**src/rtl/cpu_ctrl_fsm_pkg.sv**
```systemverilog
// Shared control definitions for the RV32I multi-cycle core: opcodes,
// imm_gen type codes, FSM state encodings, PC/writeback source codes and
// the opcode class record produced by the decoder.
package cpu_ctrl_fsm_pkg;

  localparam int unsigned OPC_W = 7;

  localparam logic [OPC_W-1:0] OPC_LUI    = 7'b0110111;
  localparam logic [OPC_W-1:0] OPC_AUIPC  = 7'b0010111;
  localparam logic [OPC_W-1:0] OPC_JAL    = 7'b1101111;
  localparam logic [OPC_W-1:0] OPC_JALR   = 7'b1100111;
  localparam logic [OPC_W-1:0] OPC_BRANCH = 7'b1100011;
  localparam logic [OPC_W-1:0] OPC_LOAD   = 7'b0000011;
  localparam logic [OPC_W-1:0] OPC_STORE  = 7'b0100011;
  localparam logic [OPC_W-1:0] OPC_OP_IMM = 7'b0010011;
  localparam logic [OPC_W-1:0] OPC_OP     = 7'b0110011;

  // imm_gen type select, shared with imm_gen
  localparam logic [2:0] IMM_NONE = 3'd0;
  localparam logic [2:0] IMM_J    = 3'd1;
  localparam logic [2:0] IMM_U    = 3'd2;
  localparam logic [2:0] IMM_S    = 3'd3;
  localparam logic [2:0] IMM_B    = 3'd4;
  localparam logic [2:0] IMM_I    = 3'd5;

  localparam logic [1:0] PC_PLUS4     = 2'd0;
  localparam logic [1:0] PC_ALU       = 2'd1;
  localparam logic [1:0] PC_ALU_ALIGN = 2'd2;

  localparam logic [1:0] WB_ALU = 2'd0;
  localparam logic [1:0] WB_MEM = 2'd1;
  localparam logic [1:0] WB_PC4 = 2'd2;

  typedef enum logic [2:0] {
    ST_FETCH  = 3'd0,
    ST_DECODE = 3'd1,
    ST_EXEC   = 3'd2,
    ST_MEM    = 3'd3,
    ST_WB     = 3'd4,
    ST_FAULT  = 3'd7
  } state_e;

  // One-hot opcode class; all zero means illegal opcode
  typedef struct packed {
    logic lui;
    logic auipc;
    logic jal;
    logic jalr;
    logic branch;
    logic load;
    logic store;
    logic op_imm;
    logic op;
  } opc_class_t;

endpackage

```
**src/rtl/cpu_ctrl_fsm_decode.sv**
```systemverilog
// Combinational opcode classifier.
// Ports: opcode_i (instr[6:0]) -> legal_o, cls_o (class one-hot), imm_sel_o.
module cpu_ctrl_fsm_decode
  import cpu_ctrl_fsm_pkg::*;
(
  input  logic [OPC_W-1:0] opcode_i,
  output logic             legal_o,
  output opc_class_t       cls_o,
  output logic [2:0]       imm_sel_o
);

  always_comb begin
    cls_o     = '0;
    imm_sel_o = IMM_NONE;
    case (opcode_i)
      OPC_LUI:    begin cls_o.lui    = 1'b1; imm_sel_o = IMM_U; end
      OPC_AUIPC:  begin cls_o.auipc  = 1'b1; imm_sel_o = IMM_U; end
      OPC_JAL:    begin cls_o.jal    = 1'b1; imm_sel_o = IMM_J; end
      OPC_JALR:   begin cls_o.jalr   = 1'b1; imm_sel_o = IMM_I; end
      OPC_BRANCH: begin cls_o.branch = 1'b1; imm_sel_o = IMM_B; end
      OPC_LOAD:   begin cls_o.load   = 1'b1; imm_sel_o = IMM_I; end
      OPC_STORE:  begin cls_o.store  = 1'b1; imm_sel_o = IMM_S; end
      OPC_OP_IMM: begin cls_o.op_imm = 1'b1; imm_sel_o = IMM_I; end
      OPC_OP:     begin cls_o.op     = 1'b1; end
      default:    ;
    endcase
    legal_o = |cls_o;
  end

endmodule

```
**src/rtl/cpu_ctrl_fsm.sv**
```systemverilog
// Multi-cycle RV32I control FSM: FETCH/DECODE/EXEC/MEM/WB with sticky FAULT
// on illegal opcode or memory request timeout.
// Inputs : clk_w_i, rst_w_i (sync, active-high), instr_w_i, br_taken_w_i,
//          mem_ready_w_i.
// Outputs: memory handshake (mem_req/mem_we), IR/PC/RF strobes, datapath
//          selects (pc_src, imm_sel, alu_a/b_sel, alu_add, wb_sel),
//          fault flag and debug state. State, wait counter and fault are
//          registered; everything else is combinational and forced to 0
//          while reset is asserted.
module cpu_ctrl_fsm
  import cpu_ctrl_fsm_pkg::*;
#(
  parameter int unsigned TIMEOUT_CYCLES = 255
) (
  input  logic        clk_w_i,
  input  logic        rst_w_i,
  input  logic [31:0] instr_w_i,
  input  logic        br_taken_w_i,
  input  logic        mem_ready_w_i,
  output logic        mem_req_w_o,
  output logic        mem_we_w_o,
  output logic        ir_we_w_o,
  output logic        pc_we_w_o,
  output logic [1:0]  pc_src_w_o,
  output logic [2:0]  imm_sel_w_o,
  output logic        alu_a_sel_w_o,
  output logic        alu_b_sel_w_o,
  output logic        alu_add_w_o,
  output logic [1:0]  wb_sel_w_o,
  output logic        reg_we_w_o,
  output logic        fault_w_o,
  output logic [2:0]  state_w_o
);

  localparam int unsigned CNT_W = $clog2(TIMEOUT_CYCLES + 1);

  state_e           state_q, state_d;
  logic [CNT_W-1:0] cnt_q, cnt_d;
  logic             fault_q, fault_d;

  logic             legal;
  opc_class_t       cls;
  logic [2:0]       dec_imm_sel;
  logic             waiting;
  logic             timeout_hit;
  logic             unused_instr;

  cpu_ctrl_fsm_decode u_decode (
    .opcode_i  (instr_w_i[6:0]),
    .legal_o   (legal),
    .cls_o     (cls),
    .imm_sel_o (dec_imm_sel)
  );

  assign unused_instr = ^instr_w_i[31:12];

  // Request outstanding without acknowledge; only FETCH and MEM request
  assign waiting     = ((state_q == ST_FETCH) || (state_q == ST_MEM)) && !mem_ready_w_i;
  assign timeout_hit = waiting && (cnt_q == CNT_W'(TIMEOUT_CYCLES - 1));

  always_ff @(posedge clk_w_i) begin
    if (rst_w_i) begin
      state_q <= ST_FETCH;
      cnt_q   <= '0;
      fault_q <= 1'b0;
    end else begin
      state_q <= state_d;
      cnt_q   <= cnt_d;
      fault_q <= fault_d;
    end
  end

  // Wait counter restarts on every state change
  always_comb begin
    cnt_d = cnt_q;
    if (state_d != state_q) begin
      cnt_d = '0;
    end else if (waiting) begin
      cnt_d = cnt_q + CNT_W'(1);
    end
  end

  assign fault_d = fault_q | (state_d == ST_FAULT);

  // Next state and datapath controls
  always_comb begin
    state_d       = state_q;
    mem_req_w_o   = 1'b0;
    mem_we_w_o    = 1'b0;
    ir_we_w_o     = 1'b0;
    pc_we_w_o     = 1'b0;
    pc_src_w_o    = PC_PLUS4;
    imm_sel_w_o   = IMM_NONE;
    alu_a_sel_w_o = 1'b0;
    alu_b_sel_w_o = 1'b0;
    alu_add_w_o   = 1'b0;
    wb_sel_w_o    = WB_ALU;
    reg_we_w_o    = 1'b0;
    fault_w_o     = fault_q;
    state_w_o     = state_q;

    case (state_q)
      ST_FETCH: begin
        mem_req_w_o = 1'b1;
        if (mem_ready_w_i) begin
          ir_we_w_o = 1'b1;
          state_d   = ST_DECODE;
        end else if (timeout_hit) begin
          state_d = ST_FAULT;
        end
      end
      ST_DECODE: begin
        imm_sel_w_o = dec_imm_sel;
        state_d     = legal ? ST_EXEC : ST_FAULT;
      end
      ST_EXEC: begin
        imm_sel_w_o   = dec_imm_sel;
        alu_a_sel_w_o = cls.auipc | cls.jal | cls.branch;
        alu_b_sel_w_o = ~cls.op;
        // LUI adds imm to a datapath-zeroed A operand
        alu_add_w_o   = cls.auipc | cls.jal | cls.branch | cls.jalr |
                        cls.load | cls.store | cls.lui;
        if (cls.branch) begin
          pc_we_w_o  = 1'b1;
          pc_src_w_o = br_taken_w_i ? PC_ALU : PC_PLUS4;
          state_d    = ST_FETCH;
        end else if (cls.load || cls.store) begin
          state_d = ST_MEM;
        end else begin
          state_d = ST_WB;
        end
      end
      ST_MEM: begin
        imm_sel_w_o = dec_imm_sel;
        mem_req_w_o = 1'b1;
        mem_we_w_o  = cls.store;
        if (mem_ready_w_i) begin
          if (cls.store) begin
            pc_we_w_o = 1'b1;
            state_d   = ST_FETCH;
          end else begin
            state_d = ST_WB;
          end
        end else if (timeout_hit) begin
          state_d = ST_FAULT;
        end
      end
      ST_WB: begin
        imm_sel_w_o = dec_imm_sel;
        reg_we_w_o  = |instr_w_i[11:7];
        pc_we_w_o   = 1'b1;
        if (cls.jal) begin
          pc_src_w_o = PC_ALU;
        end else if (cls.jalr) begin
          pc_src_w_o = PC_ALU_ALIGN;
        end
        if (cls.load) begin
          wb_sel_w_o = WB_MEM;
        end else if (cls.jal || cls.jalr) begin
          wb_sel_w_o = WB_PC4;
        end
        state_d = ST_FETCH;
      end
      default: begin
        state_d = ST_FAULT;
      end
    endcase

    // Reset silences every output, even mid-request
    if (rst_w_i) begin
      mem_req_w_o   = 1'b0;
      mem_we_w_o    = 1'b0;
      ir_we_w_o     = 1'b0;
      pc_we_w_o     = 1'b0;
      pc_src_w_o    = '0;
      imm_sel_w_o   = '0;
      alu_a_sel_w_o = 1'b0;
      alu_b_sel_w_o = 1'b0;
      alu_add_w_o   = 1'b0;
      wb_sel_w_o    = '0;
      reg_we_w_o    = 1'b0;
      fault_w_o     = 1'b0;
      state_w_o     = '0;
    end
  end

endmodule
```
**config.mk**
```make
export PLATFORM = sky130hd
export DESIGN_NAME = cpu_ctrl_fsm
export DESIGN_NICKNAME = d
export VERILOG_FILES = /design/src/rtl/cpu_ctrl_fsm_pkg.sv /design/src/rtl/cpu_ctrl_fsm_decode.sv /design/src/rtl/cpu_ctrl_fsm.sv
export SDC_FILE = /design/constraint.sdc
export NUM_CORES = 1
export LEC_CHECK = 0
export CAP_MARGIN = 40
export CORE_ASPECT_RATIO = 1.4
export CORE_MARGIN = 2
export CORE_UTILIZATION = 43
export DETAILED_ROUTE_END_ITERATION = 6
export MAX_ROUTING_LAYER = met4
export PLACE_DENSITY_LB_ADDON = 0.25
export REMOVE_ABC_BUFFERS = 1
export SLEW_MARGIN = 25
export SYNTH_ARGS = -nofsm -noshare
export SYNTH_HDL_FRONTEND = slang
export SYNTH_SLANG_ARGS = --single-unit
```
**constraint.sdc**
```tcl
create_clock -name clk_w_i -period 4.55 [get_ports clk_w_i]
set_clock_uncertainty 0.05 [all_clocks]
set_input_delay 0.91 -clock clk_w_i [delete_from_list [all_inputs] [get_ports clk_w_i]]
set_output_delay 0.91 -clock clk_w_i [all_outputs]
set_load 0.02 [all_outputs]
```
==> results of run 1 <==
==> stage by stage <==
step | util (%) | area (um^2) | setup WS, ns
finish | 60.6 | 1430 | 0.559
global route | 60.6 | 1430 | 0.458
CTS | 60.4 | 1430 | 0.548
detailed placement | 59.4 | 1410 | 0.552
global placement | 59.4 | 1410 | 0.591
floorplan | - | 1020 | 1.46
==> sequential cells by signal (all words and copies together), names as in the netlist <==
signal,count
state_q,3
fault_q,1
cnt_q,8
==> layout make-up <==
| class | count | area share, % |
|---|---|---|
| multi-input combinational | 114 | 53.2 |
| clock buffer | 3 | 1.57 |
| tap | 23 | 2.01 |
| sequential | 12 | 16.8 |
| inverter | 5 | 1.31 |
| timing repair buffer | 37 | 25.2 |
==> worst paths after layout <==
| check | endpoint | slack [ns] | depth (start not counted) |
|---|---|---|---|
| max reg2reg | cnt_q[7] | 2.38 | 4 |
| min reg2reg | fault_q | 0.44 | 1 |
| min | fault_q | 0.44 | 1 |
| max | alu_a_sel_w_o | 0.56 | 6 |
==> worst max-delay path: cells and delay by family <==
family / cells / cell delay, ns
AND/OR/NAND/NOR: 2 / 0.66
AO/OA/AOI/OAI: 2 / 0.24
buffers and inverters: 2 / 1.22
==> routing by layer <==
| layer | vias to the layer above | global-route usage, % |
|---|---|---|
| met2 | 36 | 38.7 |
| li1 | 585 | - |
| met1 | 553 | 23.3 |
| met3 | 10 | 0.867 |
| met4 | 0 | 8.57 |
| met5 | - | - |
==> power breakdown <==
group	internal (mW)	switching [mW]
Clock	0.0306	0.0334
Combinational	0.142	0.175
Sequential	0.127	0.0526
==> placed cells by master, fill, tap and decap left out, types with 3 or more instances in the layout <==
cell type,n
clkdlybuf4s50_1,34
nor2_1,14
nor3_1,14
dfxtp_1,12
nand2_1,11
nor2b_1,6
inv_1,5
or3_1,5
xnor2_1,5
nand3_1,4
a21oi_1,4
nor4_1,4
o21ai_0,3
nor4b_1,3
clkbuf_4,3
==> logic make-up after synthesis <==
| group | synth area share, % |
|---|---|
| XOR/XNOR | 5.64 |
| flip-flops | 22.6 |
| adder cells (fa/ha/maj) | 2.35 |
| AND/OR/NAND/NOR | 42.4 |
| buffers and inverters | 5.88 |
| AO/OA/AOI/OAI | 19.3 |
| multiplexers | 1.88 |
==> flow_summary_export.csv, run 1 <==
group,metric,value,unit
outcome,status,"completed",
clock_tree,path_clk_slew,0.07,ns
logic_synthesis,ys_seq_elements,12,
logic_synthesis,synth_top_cell_area_share,22.6,%
logic_synthesis,yosys.area.top_type,"dfxtp_1",
sta,setup-violations-final,0,
detailed_routing,routedWlPerCell,14.5,um
flow_run,maxCapViolations,0,
logic_synthesis,yosysSeqAreaShare,22.6,%
worst_setup_path,arrival,3.03,ns
power_and_ir_drop,p_leak,0.454,nW
worst_setup_path,crit_required,3.59,ns
final_layout,diodes,0,
power_and_ir_drop,p_per_area,391,mW/mm^2
die,io_pins,55,
detailed_routing,num_vias,1184,
worst_setup_path,worstSetupStartpointType,"primary input",
die,die_y,62.9,um
logic_synthesis,syn_area,0.00106,mm^2
clock_tree,cts_made_buffers,3,
detailed_routing,top_layer,"met4",
sta,slew_viol_final,0,
final_layout,n_fill_cell,224,
logic_synthesis,netlist_instances,140,
die,start_util,45.0,%
global_route,grt_pass1_wl,4760,um
logic_synthesis,synth.distinct_cells,50,
global_route,grt_usage,21.6,%
clock_tree,cts_tree,"built",
detailed_routing,routed_wl,2810,um
logic_synthesis,synth_area_per_cell,7.61,um^2
detailed_routing,avgViaCountPerCell,6.10,
final_layout,fin_cells,194,
worst_setup_path,crit_fanout,12,
clock_tree,cts_sinks,12,
final_layout,register_area,240,um^2
worst_setup_path,timing.rr.start,"state_q[0]",
global_route,antenna_found_initial,0,
sta,fmax,251,MHz
hold_path,min_path_type,"register to register",
global_route,overflow,0,
sta,hold_viol,0,
sta,holdWs,0.439,ns
final_layout,syn_to_final_growth,34.5,%
sta,max_slew_margin,65.7,%
clock_tree,postCtsResizedCells,0,
clock_tree,clock_latency,0.27,ns
detailed_routing,drtIter0Drc,26,
logic_synthesis,synth_edf_count,0,
detailed_routing,drtAntennaViolNets,0,
hold_path,hold_path.startpoint,"fault_q",
clock_tree,clockBufferDepth,2,
detailed_routing,wirelength_met1,1160,um
detailed_routing,wl_met2,1440,um
worst_setup_path,slowest_stage,"clkdlybuf4s50_1",
detailed_routing,first_pass_iters,4,
die,coreArea,0.00236,mm^2
placement,gp_congestion,0.894,
sta,max_slew.worst_pin.slew,0.514,ns
clock_tree,cts_setup_buffers,0,
worst_setup_path,worstSetupPathType,"primary input to primary output",
placement,place_hpwl,2160,um
detailed_routing,drt_drc_violations_left,0,
die,placementRows,21,
logic_synthesis,ys_warn_count,0,
logic_synthesis,async_reset_ff_share,0,%
logic_synthesis,ys.flop_type,"dfxtp_1",
sta,period_share,87.7,%
sta,fin_crit,3.99,ns
global_route,grt_pass1_vias,1128,
sta,rsz0062_at_grt,"no",
power_and_ir_drop,ir_drop,362,uV
die,dieArea,0.00290,mm^2
worst_setup_path,crit_start,"instr_w_i[3]",
clock_tree,ctsHoldBuffers,0,
worst_setup_path,crit_path_frequent_cell,"clkdlybuf4s50_1",
detailed_routing,wl_met3,139,um
final_layout,fin_nets,211,
placement,dp_cells,190,
logic_synthesis,synth_common_cells,"nor2_1, nor3_1, dfxtp_1",
final_layout,multi_input_area,762,um^2
final_layout,drive_above_1_share,8.77,%
global_route,grt_max_degree,16,
worst_setup_path,worst_path_largest_cell_delay,0.61,ns
sta,tns,0,ns
placement,io_buffers,34,
logic_synthesis,synth_area_leaders,"dfxtp_1, nor3_1, nor2_1",
clock_tree,cts_max_level,1,
clock_tree,clock-root-buffer,"clkbuf_4",
worst_setup_path,crit_chain,"clkdlybuf4s50_1 -> or3b_2 -> o2bb2ai_1 -> a22oi_1 -> nor2_1 -> clkdlybuf4s50_1",
die,die_w,46.1,um
power_and_ir_drop,power,0.560,mW
worst_setup_path,end_kind,"primary output",
Note: power is estimated with default switching activity, not from simulation.
==> run 2: changes to the inputs <==
HOLD_SLACK_MARGIN = 0.15   (was not set)
==> results of run 2 <==
The final DEF is identical to that of run 1; final timing and power are the same.
